===== src/rtl/muldiv_unit.sv =====
// muldiv_unit: iterative radix-2 RV32M multiply/divide, one bit per cycle in CALC.
// Define MULDIV_EARLY_OUT_EN to let trivial operations skip CALC.
module muldiv_unit #(
  parameter int XLEN = 32
) (
  input  logic            clk,
  input  logic            reset_n,
  input  logic            in_valid,
  output logic            in_ready,
  input  logic [2:0]      op,
  input  logic [XLEN-1:0] rs1,
  input  logic [XLEN-1:0] rs2,
  output logic            out_valid,
  input  logic            out_ready,
  output logic [XLEN-1:0] result,
  output logic            busy
);
  localparam int CW = $clog2(XLEN);
  typedef enum logic [1:0] {IDLE, CALC, DONE} state_t;
  state_t state_q, state_d;
  logic [CW-1:0] cnt_q, cnt_d;
  logic [2:0] op_q, op_d;
  logic sa_q, sa_d, sb_q, sb_d;
  logic [XLEN-1:0] hi_q, hi_d, lo_q, lo_d, b_q, b_d, result_q, result_d;
  logic accept, sa_in, sb_in, under;
  logic [XLEN:0] sum, sh;
  logic [XLEN-1:0] sub, hi_s, lo_s, quo, rem, fin;
  logic [2*XLEN-1:0] prod;
  assign in_ready = state_q == IDLE;
  assign out_valid = state_q == DONE;
  assign busy = state_q != IDLE;
  assign result = result_q;
  assign accept = in_valid && in_ready;
  // hi:lo holds the running product (multiply) or remainder:quotient (divide)
  always_comb begin
    sa_in = ((op[2] && !op[0]) || (!op[2] && (op[1] ^ op[0]))) && rs1[XLEN-1];
    sb_in = ((op[2] && !op[0]) || op == 3'b001) && rs2[XLEN-1];
    sum = {1'b0, hi_q} + (lo_q[0] ? {1'b0, b_q} : '0);
    sh = {hi_q, lo_q[XLEN-1]};
    under = sh < {1'b0, b_q};
    sub = sh[XLEN-1:0] - b_q;
    hi_s = op_q[2] ? (under ? sh[XLEN-1:0] : sub) : sum[XLEN:1];
    lo_s = op_q[2] ? {lo_q[XLEN-2:0], !under} : {sum[0], lo_q[XLEN-1:1]};
    prod = (sa_q ^ sb_q) ? -{hi_s, lo_s} : {hi_s, lo_s};
    quo = b_q == '0 ? '1 : ((sa_q ^ sb_q) ? -lo_s : lo_s);
    rem = sa_q ? -hi_s : hi_s;
    fin = op_q[2] ? (op_q[1] ? rem : quo) : (op_q[1:0] == 2'b00 ? prod[XLEN-1:0] : prod[2*XLEN-1:XLEN]);
  end
`ifdef MULDIV_EARLY_OUT_EN
  logic div0, ovf, mul0;
  logic [XLEN-1:0] early_res;
  always_comb begin
    div0 = op[2] && rs2 == '0;
    ovf = op[2] && !op[0] && rs1 == {1'b1, {(XLEN-1){1'b0}}} && rs2 == '1;
    mul0 = !op[2] && (rs1 == '0 || rs2 == '0);
    early_res = div0 ? (op[1] ? rs1 : '1) : (ovf ? (op[1] ? '0 : rs1) : '0);
  end
`endif
  always_comb begin
    state_d = state_q;
    cnt_d = cnt_q;
    op_d = op_q;
    sa_d = sa_q;
    sb_d = sb_q;
    hi_d = hi_q;
    lo_d = lo_q;
    b_d = b_q;
    result_d = result_q;
    if (accept) begin
      op_d = op;
      sa_d = sa_in;
      sb_d = sb_in;
      hi_d = '0;
      lo_d = sa_in ? -rs1 : rs1;
      b_d = sb_in ? -rs2 : rs2;
      cnt_d = '0;
      state_d = CALC;
`ifdef MULDIV_EARLY_OUT_EN
      if (div0 || ovf || mul0) begin
        state_d = DONE;
        result_d = early_res;
      end
`endif
    end else if (state_q == CALC) begin
      hi_d = hi_s;
      lo_d = lo_s;
      cnt_d = cnt_q + 1'b1;
      if (cnt_q == CW'(XLEN-1)) begin
        state_d = DONE;
        result_d = fin;
      end
    end else if (state_q == DONE && out_ready) begin
      state_d = IDLE;
    end
  end
  always_ff @(posedge clk or negedge reset_n) begin
    if (!reset_n) begin
      state_q <= IDLE;
      cnt_q <= '0;
      op_q <= '0;
      sa_q <= 1'b0;
      sb_q <= 1'b0;
      hi_q <= '0;
      lo_q <= '0;
      b_q <= '0;
      result_q <= '0;
    end else begin
      state_q <= state_d;
      cnt_q <= cnt_d;
      op_q <= op_d;
      sa_q <= sa_d;
      sb_q <= sb_d;
      hi_q <= hi_d;
      lo_q <= lo_d;
      b_q <= b_d;
      result_q <= result_d;
    end
  end
endmodule

===== config.mk =====
export PLATFORM = sky130hd
export DESIGN_NAME = muldiv_unit
export DESIGN_NICKNAME = d
export VERILOG_FILES = /design/src/rtl/muldiv_unit.sv
export SDC_FILE = /design/constraint.sdc
export NUM_CORES = 1
export LEC_CHECK = 0
export BUFFER_PORTS_ARGS = -buffer_cell sky130_fd_sc_hd__buf_2
export CORE_ASPECT_RATIO = 0.8
export CORE_UTILIZATION = 48
export CTS_CLUSTER_DIAMETER = 200
export CTS_CLUSTER_SIZE = 24
export DETAILED_ROUTE_END_ITERATION = 6
export PLACE_DENSITY_LB_ADDON = 0.3
export SLEW_MARGIN = 25
export SYNTH_ARGS = -nofsm -noshare
export SYNTH_HDL_FRONTEND = slang
export SYNTH_SLANG_ARGS = --single-unit
export TNS_END_PERCENT = 100

===== constraint.sdc =====
create_clock -name clk -period 5.1 [get_ports clk]
set_input_delay 1.02 -clock clk [delete_from_list [all_inputs] [get_ports clk]]
set_output_delay 1.02 -clock clk [all_outputs]
set_load 0.005 [all_outputs]

# --- Word level (Yosys, flattened, before mapping) ---
# Index checks and enable logic that the tools add are counted.
totals:
  reg_bits: 140
  in_bits: 71
  word_cells: 68
classes:
  addsub: 8
  n_lt_le_gt_ge: 1
  eq_ne: 5
  n_mux: 23
  bitwise: 3
  reduce_logical: 19
ops:
  columns: ["cell", "count"]
  rows:
  - ["$mux W32", 16]
  - ["$neg A32 Y32", 4]
  - ["$mux W64", 1]
  - ["$neg A64 Y64", 1]
  - ["$add A32 B32 Y33", 1]
  - ["$lt A33 B32 Y1", 1]
  - ["$logic_not A32 Y1", 1]
  - ["$sub A32 B32 Y32", 1]
  - ["$mux W5", 2]
  - ["$mux W2", 4]
  - ["$logic_and A1 B1 Y1", 6]
  - ["$add A5 B1 Y5 const B", 1]
  - ["$eq A5 B5 Y1 const B", 1]
  - ["$logic_not A2 Y1", 2]
  - ["$reduce_bool A2 Y1", 2]
  - ["$eq A3 B1 Y1 const B", 1]
  - ["$logic_not A1 Y1", 3]
  - ["$ne A3 B2 Y1 const B", 1]
  - ["$reduce_and A3 Y1", 1]
  - ["$reduce_bool A3 Y1", 1]
  - ["$eq A2 B1 Y1 const B", 1]
  - ["$eq A2 B2 Y1 const B", 1]
  - ["$logic_or A1 B1 Y1", 2]
  - ["$reduce_and A2 Y1", 1]
  - ["other kinds (2)", 3]

# --- Depth between registers and ports, before layout ---
# Gate-level depths: netlist (run 1).
logic_depth:
  ltp_word: 8
  ltp_mapped: 23
  mapped_depth_nobuf: 20

# --- Worst setup path after synthesis (run 1) ---
# Ideal clock, no wire load.
synth_path:
  kind: "register -> register"
  startpoint: "register lo_q[0]"
  endpoint: "register result_q[29] (netlist: result[29])"
  setup_ps: 134
  t_arrival_ps: 4250
  slack_ps: 716
  stages_incl_launch_ff: 18
  path_buffers: 1
  path_cell_list: "dfrtp_1 clkbuf_1 and2_1 ha_1 fa_1 a211oi_1 o21ai_0 nand4_1 a21oi_1 or3_1 a21oi_1 o221ai_1 nor3b_2 nand4_1 nor3b_1 mux2_2 o2111ai_1 o211ai_1"
synth_via:
  elab_chain_cells: 7
  word_cells_on_any_way: 14
synth_lines:
  columns: ["element", "line_no", "source"]
  rows:
  - ["start: declaration", "24", "logic [XLEN-1:0] hi_q, hi_d, lo_q, lo_d, b_q, b_d, result_q, result_d;"]
  - ["start signal: assignment", "114", "lo_q <= lo_d;"]
  - ["$mux W32", "38", "sum = {1'b0, hi_q} + (lo_q[0] ? {1'b0, b_q} : '0);"]
  - ["$add A32 B32 Y33", "38", null]
  - ["$mux W32, on equally long branches", "43, 42", null]
  - ["$neg A64 Y64 or $neg A32 Y32 (tied branches)", "44, 46", null]
  - ["$mux W64 or $mux W32 (tied branches)", "44, 46", null]
  - ["$mux W32", "47", "fin = op_q[2] ? (op_q[1] ? rem : quo) : (op_q[1:0] == 2'b00 ? prod[XLEN-1:0] : prod[2*XLEN-1:XLEN]);"]
  - ["$mux W32 (*)", "47", null]
  - ["end signal: assignment", "116", "result_q <= result_d;"]
  - ["end: declaration", "24", null]
# Mark *: on every way between the ends. The rest lies on a longest branch, timed or not.
# A chain may end at the register's enable or synchronous reset.

# --- Worst setup path in the final report (run 1) ---
layout_path:
  startpoint: "register b_q[0]"
  endpoint: "register result_q[29] (netlist: result[29])"
layout_via:
  elab_chain_cells: 8
  word_cells_on_any_way: 19
layout_lines:
  columns: ["element", "line_no", "source"]
  rows:
  - ["start: declaration", "24", null]
  - ["start signal: assignment", "105", "b_q <= '0;"]
  - ["start signal: assignment", "115", "b_q <= b_d;"]
  - ["parallel branches: the longest is 7 deep, another holds $neg A64 Y64", null, null]
  - ["$mux W32 (*)", "47", null]
# Every way passes the cells marked *.

==> flow_summary.ini, run 1 <==
[detailed_routing]
via_per_inst = 6.514
drt_first_pass_iters = 6
wl_met3_um = 7741
drc = 0
dr_wl_met2_um = 23100
antenna_left = 0
wl_met1_um = 26950
drt_iter0_drc = 2057
vias = 16728
wirelength_um = 59330
wl_per_cell_um = 23.11
highest_layer = met4

[floorplanning]
fp.coreArea_sq_um = 30520
dieArea_sq_um = 31970
rows = 57
num_io_pins = 106
die_w_um = 199.6
die-height_um = 160.1
floorplan.initialDensity = 0.4914

[placed_design]
gp_congestion = 1.075
port_buffers = 105
dpl.hpwl_um = 45930
place_ws_ns = 0.2708

[setup_path]
crit_slowest_cell = dfrtp_1
cp.required_ns = 5.43
cp-startpoint = b_q[0]$_DFFE_PN0P_
crit_path_max_fanout = 5
worstReg2RegEnd = result[29]$_DFFE_PN0P_
worstPathCellList = and2_1, ha_1, fa_1, a211oi_1, o211ai_1, a21oi_1, buf_4, o21ai_0, nand2_1, xor2_1, a22oi_1, buf_4, nor3b_1, nand4_1, nor3b_1, mux2_2, o2111ai_1, o211ai_1
startpoint_type = register
crit_cells = 18
endpoint_kind = register
worstReg2RegStart = b_q[0]$_DFFE_PN0P_
crit_buf_inv = 2
cp_data_arrival_time_ns = 5.19
regToRegSetupSlack_ns = 0.24
crit_path_end = result[29]$_DFFE_PN0P_
crit_type = register to register
cp_top_family = compound AO/OA/AOI/OAI gates
ff2ff_path_depth = 18
max_stage_delay_ns = 0.45

[power_and_ir_drop]
pwr-share-clk = 0.516
seqPwrFrac = 0.412
p_switching_uw = 725.4
power.total_uw = 2692
power.internal_uw = 1966
p_per_area_nw_per_um2 = 156.4
switching_share = 0.2695
p_comb_frac = 0.072
max-vdd-ir-drop_mv = 0.2083
power_leakage_uw = 0.007687

[yosys]
seq_area_frac_synth = 0.2335
yosysMostFrequentCell = nand2_1
syn_nets = 2153
yosysTopAreaCellShare = 0.2335
ys_top_cells_by_area = dfrtp_1 23%, o21ai_0 7.7%, nand2_1 6.2%
async_flop_share = 1.000
yosys-top-cells-count = 246 x nand2_1, 232 x o21ai_0, 164 x a21oi_1, 140 x dfrtp_1, 140 x nor2_1
syn_avg_cell_area_sq_um = 7.467
synth.area.mux_share = 0.02886
synth_top_family_by_area = compound AO/OA/AOI/OAI gates
ys_ff_latch = 140
synth-main-ff-cell = dfrtp_1
synth-edff-count = 0
syn_area_sq_um = 15000
yosys.area.top_type = dfrtp_1
synth_fa_ha_area_frac = 0.06189
synth-warning-count = 0
synth_cell_type_count = 97
yosys.area_share.simple = 0.2260
synth_compound_gate_area_share = 0.2958
syn_inst = 2009
synth-xor-area-share = 0.1051

[clock_tree]
clockRootBuffer = clkbuf_16
cts_sinks = 140
cts_hold_buffers = 0
cts_buffers = 17
cts_max_level = 4
clock_latency_ns = 0.47
post-cts-setup-buffers = 0
cts.reportedPaths.clkPinSlew_ns = 0.06
clock_path_buffers = 2
tritoncts = yes

[sta]
min_period_ns = 4.859
final.setup.worst_slack_ns = 0.2415
hold_viol_final = 0
rsz0062_at_grt = false
finalSetupViolCount = 0
fmax_mhz = 205.8
fin_setup_tns_ns = 0
fin_skew_ns = 0.01885
drv_slew = 0
timing.final.crit_share = 0.9527
relSlewSlack = 0.3136
worstMarginPinSlew_ns = 1.030

[grt]
grt_start_max_net_pins = 94
grt_pass1_wl_um = 90200
antenna_found_initial = 3
grt_usage = 0.3741
gr-total-overflow = 0
grt_pass1_vias = 15220

[layout]
area_growth_pct = 14.73
drive_above_1_share = 0.1513
nets = 2285

[job]
drv_cap = 0

[run_status]
status = finished, final reports clean

[worst_hold_path]
hold_path.class = register to register
## through the flow
step,util,instance area [sq um],hold slack (ns),std cells
floorplan,-,15000,0.4494,2009
global placement,0.5416,16530,0.4520,2535
detailed placement,0.5417,16530,0.4594,2535
CTS,0.5622,17160,0.4763,2567
global route,0.5637,17210,0.4945,2567
finish,0.5638,17210,0.4733,2568
## power groups by stage
stage          logic (uW)  registers, uW  clock network, uW
2_1_floorplan        82.4           1130                  0
3_3_place_gp          188           1130                  0
3_5_place_dp          192           1130                  0
4_1_cts               192           1110               1390
5_1_grt               213           1110               1440
6_report              194           1110               1390
## timing repair
item	CTS	global route
resized for setup	0	7
hold endpoints to repair	0	0
setup endpoints to repair	0	11
## worst min path at each step
| stage | start | to | slack [ns] | cells after the start |
|---|---|---|---|---|
| after global placement | result[4]$_DFFE_PN0P_ | result[4]$_DFFE_PN0P_ | 0.45 | 2 |
| final | result[3]$_DFFE_PN0P_ | result[3]$_DFFE_PN0P_ | 0.47 | 2 |
| after detailed placement | result[4]$_DFFE_PN0P_ | result[4]$_DFFE_PN0P_ | 0.46 | 2 |
| after floorplan | cnt_q[3]$_DFFE_PN0N_ | cnt_q[3]$_DFFE_PN0N_ | 0.45 | 1 |
| after global routing | result[4]$_DFFE_PN0P_ | result[4]$_DFFE_PN0P_ | 0.49 | 2 |
| after CTS | result[4]$_DFFE_PN0P_ | result[4]$_DFFE_PN0P_ | 0.48 | 2 |
## state kept, by name (all words and copies together), names as in the netlist
register	count
sa_q	1
state_q	2
lo_q	32
hi_q	32
cnt_q	5
op_q	3
sb_q	1
b_q	32
result	32
## layout make-up
class / count / area, sq um
Multi-Input combinational cell: 1689 / 10860
Clock buffer: 17 / 425.4
Inverter: 64 / 240.2
Sequential cell: 140 / 3507
Clock inverter: 15 / 200.2
Timing Repair Buffer: 229 / 1463
Antenna cell: 1 / 2.502
Tap cell: 413 / 516.7
Fill cell: 2947 / 13310
## routing by layer
| layer | track usage | up-vias |
|---|---|---|
| met1 | 0.5580 | 8005 |
| met2 | 0.5025 | 957 |
| met3 | 0.1225 | 108 |
| met4 | 0.1069 | 0 |
| met5 | 0 | - |
| li1 | - | 7658 |
## placed cells by master, fill, tap and decap left out, types with 58 or more instances in the layout
cell type,synthesis,layout
nand2_1,246,244
o21ai_0,232,231
a21oi_1,164,163
nor2_1,140,139
dfrtp_1,140,139
buf_4,6,124
buf_2,15,104
xnor2_1,101,100
xor2_1,79,78
ha_1,71,68
inv_1,64,64
nand3_1,58,58
## tightest hold or removal path, stage by stage (launching register included)
cell     delay [ns]
dfrtp_1        0.34
nand2_1        0.04
o21ai_0        0.06
## logic make-up (layout without fill, tap and decap cells)
kind of cell             count (synthesis)  count (layout)
AO/OA/AOI/OAI                          698             698
AND/OR/NAND/NOR                        695             695
XOR/XNOR                               180             180
buffers and inverters                  180             325
flip-flops                             140             140
adder cells (fa/ha/maj)                 73              73
multiplexers                            43              43
other                                    0               1
(Power assumes the default switching activity.)
==> run 2, diff against run 1 <==
==> constraint.sdc (replaced) <==
create_clock -name clk -period 5.7 [get_ports clk]
set_input_delay 1.14 -clock clk [delete_from_list [all_inputs] [get_ports clk]]
set_output_delay 1.14 -clock clk [all_outputs]
set_load 0.005 [all_outputs]
==> run 2 against run 1 <==
Compared with the run above: clock skew rose by 0.0022 ns; count of clock-buffer cells in the layout rose by 1; global-route usage is 1.8 points lower; critical path depth is 2 higher; non-clock buffer count decreased by 58; utilization shrank 1.6 points; flip-flop and latch count is the same; via count is 2.6% lower; final cell count shrank 2.3%; power decreased by 13%; routed wire length decreased by 5.4%; critical endpoint is now result[18]$_DFFE_PN0P_; largest power group unchanged.
==> flow_summary.ini, run 2 (synthesis results as in run 1) <==
[layout]
most-common-layout-cells = 244 x nand2_1, 230 x o21ai_0, 164 x a21oi_1, 139 x nor2_1, 138 x dfrtp_1
nets = 2227
layout_commonest_cell = nand2_1
area_growth_pct = 11.46
drive_above_1_share = 0.1240
final_cells = 2509
nFillCells = 3007
antenna_cells = 0

[setup_path]
endpoint_kind = register
cp.required_ns = 6.08
cp_data_arrival_time_ns = 5.69
startpoint_type = register
crit_type = register to register
crit_path_max_fanout = 10
worstPathCellList = inv_1, ha_1, nand2_1, o21ai_1, a211oi_1, o311ai_2, o21ai_0, a22oi_2, ha_1, nand2_1, nor3_1, nand3_1, o211ai_1, inv_1, or3_1, or3_1, o21ai_1, xor2_1, o221ai_1, a31oi_1
crit_slowest_cell = o311ai_2
max_stage_delay_ns = 0.81

[sta]
timing.final.crit_share = 0.9314
fmax_mhz = 188.4
finalSetupViolCount = 0
relSlewSlack = 0.3055
fin_skew_ns = 0.02108
min_period_ns = 5.309
rsz0062_at_grt = false
drv_slew = 0
worstMarginPinSlew_ns = 1.035
hold_viol_final = 0
fin_setup_tns_ns = 0

[floorplanning]
floorplan.initialDensity = 0.4914
num_io_pins = 106
die-height_um = 160.1
rows = 57
dieArea_sq_um = 31970
fp.coreArea_sq_um = 30520
die_w_um = 199.6

[clock_tree]
cts.reportedPaths.clkPinSlew_ns = 0.07
cts_buffers = 17
cts_max_level = 4
tritoncts = yes
clock_latency_ns = 0.47
cts_hold_buffers = 0
post-cts-setup-buffers = 0
cts_sinks = 140
clock_path_buffers = 2
clockRootBuffer = clkbuf_16
cts.repair.resized = 0

[placed_design]
port_buffers = 105
dp_cells = 2477
gp_congestion = 1.037
dpl.hpwl_um = 43700

[grt]
grt_usage = 0.3557
gr-total-overflow = 0
grt_start_max_net_pins = 103
grt_pass1_wl_um = 86660
antenna_found_initial = 3
grt_pass1_vias = 14978

[worst_hold_path]
hold_path.class = register to register

[detailed_routing]
wl_per_cell_um = 22.38
drc = 0
via_per_inst = 6.495
drt_iter0_drc = 1840
vias = 16296
antenna_left = 0
drt_first_pass_iters = 6
wirelength_um = 56140

[power_and_ir_drop]
p_per_area_nw_per_um2 = 139.5
power_leakage_uw = 0.007366
power.total_uw = 2333
max-vdd-ir-drop_mv = 0.1904

[run_status]
status = finished, final reports clean

[job]
drv_cap = 0
run 2: worst max-delay path: cells and delay by family, from the launching register on:
family                     cells  cell delay [ns]
AOI/OAI and AO/OA              9             2.42
xor gates and xnor gates       1             0.15
adders and majority gates      2             0.72
buffers and inverters          2             0.25
DFF                            1             0.39
and+or+nand+nor                6             1.28
run 2: per-stage QoR:
step / instance area [sq um] / setup WS [ns] / hold WS [ns] / utilization
final: 16720 / 0.3908 / 0.4721 / 0.5478
after CTS: 16710 / 0.5080 / 0.4777 / 0.5474
after global placement: 16120 / 0.6374 / 0.4544 / 0.5282
after global routing: 16720 / 0.0002722 / 0.4904 / 0.5478
after floorplan: 15000 / 1.316 / 0.4494 / -
after detailed placement: 16120 / 0.5516 / 0.4616 / 0.5282
run 2: final timing paths:
path / startpoint / endpoint / slack [ns] / cells after the start
min reg2reg: result[4]$_DFFE_PN0P_ / result[4]$_DFFE_PN0P_ / 0.47 / 2
min: result[4]$_DFFE_PN0P_ / result[4]$_DFFE_PN0P_ / 0.47 / 2
max: b_q[20]$_DFFE_PN0P_ / result[18]$_DFFE_PN0P_ / 0.39 / 20
min in group asynchronous: reset_n / b_q[27]$_DFFE_PN0P_ / 0.74 / 1
max in group asynchronous: reset_n / result[15]$_DFFE_PN0P_ / 3.75 / 2
max reg2reg: b_q[20]$_DFFE_PN0P_ / result[18]$_DFFE_PN0P_ / 0.39 / 20
run 2: cell type report:
cell class              count  area, sq um  area share
repair buffers            171         1052     0.06293
clock buffers              18        429.2     0.02567
inverters                  64        240.2     0.01437
multi-input cells        1689        10820      0.6469
well taps                 413        516.7     0.03091
flip-flops and latches    140         3508      0.2098
clock inverters            14        156.4    0.009354
run 2: per-layer routing:
metal  vias up  wire length, um  share of wire  track usage
met2       849            22730           0.40       0.4921
met4         4             1434          0.026       0.1006
met3       111             6838           0.12       0.1113
li1       7526                -              -            -
met1      7806            25120           0.45       0.5222
met5         -               23        0.00041            0
run 2: where the power goes:
part | leakage (uW) | total (uW) | internal, uW | switching, uW
sequential | 0.00171 | 993 | 993 | 0
clock | 0.000275 | 1160 | 652 | 512
combinational | 0.00538 | 176 | 60.4 | 116
total | 0.00737 | 2330 | 1710 | 627
==> run 3, diff against run 2 <==
--- a/config.mk
+++ b/config.mk
@@ -11,6 +11,7 @@
 export CTS_CLUSTER_DIAMETER = 200
 export CTS_CLUSTER_SIZE = 24
 export DETAILED_ROUTE_END_ITERATION = 6
+export MAX_ROUTING_LAYER = met4
 export PLACE_DENSITY_LB_ADDON = 0.3
 export SLEW_MARGIN = 25
 export SYNTH_ARGS = -nofsm -noshare
==> constraint.sdc (replaced) <==
create_clock -name clk -period 5.36 [get_ports clk]
set_input_delay 1.072 -clock clk [delete_from_list [all_inputs] [get_ports clk]]
set_output_delay 1.072 -clock clk [all_outputs]
set_load 0.005 [all_outputs]
==> run 3 against run 2 <==
Compared with the run above: clock power rose by 3%; global-route usage rose by 4.2 points; routed wire length rose by 8.8%; final cell count rose by 1.8%; via count rose by 1.1%.
==> flow_summary.ini, run 3 (synthesis results as in run 1) <==
[setup_path]
cp.required_ns = 5.69
cp_data_arrival_time_ns = 5.46
crit_cells = 18
crit_buf_inv = 4
worstReg2RegStart = b_q[24]$_DFFE_PN0P_
crit_slowest_cell = dfrtp_1
max_stage_delay_ns = 0.49
cpMostUsedCell = buf_4
crit_type = register to register
startpoint_type = register
worstPathCellList = inv_1, ha_1, nand2_1, o21ai_2, a211oi_1, buf_4, o311ai_4, buf_4, nor2_1, buf_4, o21ai_0, o221ai_1, nor3b_2, nand4_1, nor3b_1, mux2_2, o2111ai_1, o211ai_1
regToRegSetupSlack_ns = 0.23
endpoint_kind = register
ff2ff_path_depth = 18
crit_path_end = result[29]$_DFFE_PN0P_
worstReg2RegEnd = result[29]$_DFFE_PN0P_
crit_path_max_fanout = 11
cp-startpoint = b_q[24]$_DFFE_PN0P_
cp_top_family = compound AO/OA/AOI/OAI gates

[floorplanning]
rows = 57
die_w_um = 199.6
floorplan.initialDensity = 0.4914
num_io_pins = 106
fp.coreArea_sq_um = 30520
dieArea_sq_um = 31970
die-height_um = 160.1

[placed_design]
gp_congestion = 1.029
port_buffers = 105
dpl.hpwl_um = 47760
place_ws_ns = 0.2057

[sta]
relSlewSlack = 0.3173
fin_setup_tns_ns = 0
rsz0062_at_grt = false
final.setup.worst_slack_ns = 0.2287
drv_slew = 0
finalSetupViolCount = 0
min_period_ns = 5.131
timing.final.crit_share = 0.9573
hold-worst-slack_ns = 0.4639
fin_skew_ns = 0.009695
fmax_mhz = 194.9
hold_viol_final = 0
worstMarginPinSlew_ns = 1.018

[layout]
area_growth_pct = 13.73
most-common-layout-cells = 244 x nand2_1, 230 x o21ai_0, 162 x a21oi_1, 139 x nor2_1, 138 x dfrtp_1
nets = 2271
finish.utilization = 0.5589
drive_above_1_share = 0.1435
layout_commonest_cell = nand2_1

[clock_tree]
cts_buffers = 17
cts.reportedPaths.clkPinSlew_ns = 0.07
cts_max_level = 4
clock_latency_ns = 0.45
clockRootBuffer = clkbuf_16
cts_sinks = 140
post-cts-setup-buffers = 0
clock_path_buffers = 2
tritoncts = yes

[power_and_ir_drop]
max-vdd-ir-drop_mv = 0.1947
p_per_area_nw_per_um2 = 142.9
power_leakage_uw = 0.007590
power.total_uw = 2438

[run_status]
status = finished, final reports clean

[detailed_routing]
wl_per_cell_um = 23.91
drc = 0
antenna_left = 0
drt_iter0_drc = 1866
vias = 16473
via_per_inst = 6.447
wirelength_um = 61100
drt_first_pass_iters = 6

[grt]
grt_start_max_net_pins = 73
grt_pass1_wl_um = 92510
grt_usage = 0.3981
gr-total-overflow = 0
grt_pass1_vias = 15047
antenna_found_initial = 3

[worst_hold_path]
hold_path.class = register to register

[job]
drv_cap = 0
[run 3: timing repair]
item,CTS,global route
setup endpoints to repair,0,6
hold buffers,0,0
resized for setup,0,5
[run 3: final cells by class]
class	instances	area, sq um
clock inverter	11	111.4
timing repair buffer	215	1383
antenna	2	5.005
tap	413	516.7
fill	3012	13460
clock buffer	21	460.4
multi-input combinational	1689	10840
sequential	140	3508
inverter	64	240.2
[run 3: power by group]
group	internal [uW]	switching (uW)	total, uW
logic	64.6	116	181
clock network	669	532	1200
registers	1060	0	1060
total	1790	648	2440
[run 3: how the worst min path moves through the flow]
stage | from | endpoint | slack (ns) | cells after the start
after detailed placement | result[4]$_DFFE_PN0P_ | result[4]$_DFFE_PN0P_ | 0.45 | 2
after floorplan | cnt_q[3]$_DFFE_PN0N_ | cnt_q[3]$_DFFE_PN0N_ | 0.45 | 1
after CTS | result[4]$_DFFE_PN0P_ | result[4]$_DFFE_PN0P_ | 0.46 | 2
final | result[4]$_DFFE_PN0P_ | result[4]$_DFFE_PN0P_ | 0.46 | 2
after global routing | result[4]$_DFFE_PN0P_ | result[4]$_DFFE_PN0P_ | 0.48 | 2
after global placement | result[4]$_DFFE_PN0P_ | result[4]$_DFFE_PN0P_ | 0.45 | 2
[run 3: worst reg2reg max path, cell delays in order, from the launching register on]
cell,delay [ns]
dfrtp_1,0.49
inv_1,0.08
ha_1,0.34
nand2_1,0.16
o21ai_2,0.28
a211oi_1,0.09
buf_4,0.16
o311ai_4,0.46
buf_4,0.30
nor2_1,0.10
buf_4,0.20
o21ai_0,0.41
o221ai_1,0.30
nor3b_2,0.34
nand4_1,0.22
nor3b_1,0.40
mux2_2,0.38
o2111ai_1,0.17
o211ai_1,0.12
[run 3: routing by layer]
layer	vias up	global-route usage	part of all wire
met5	-	-	0
li1	7623	-	-
met2	851	0.5273	0.40
met3	82	0.1208	0.11
met1	7917	0.5815	0.47
met4	0	0.08883	0.019
[run 3: per-stage QoR]
stage | std cells | area, sq um
final | 2555 | 17060
after global routing | 2555 | 17060
after detailed placement | 2521 | 16460
after floorplan | 2009 | 15000
after global placement | 2521 | 16450
after CTS | 2553 | 17030
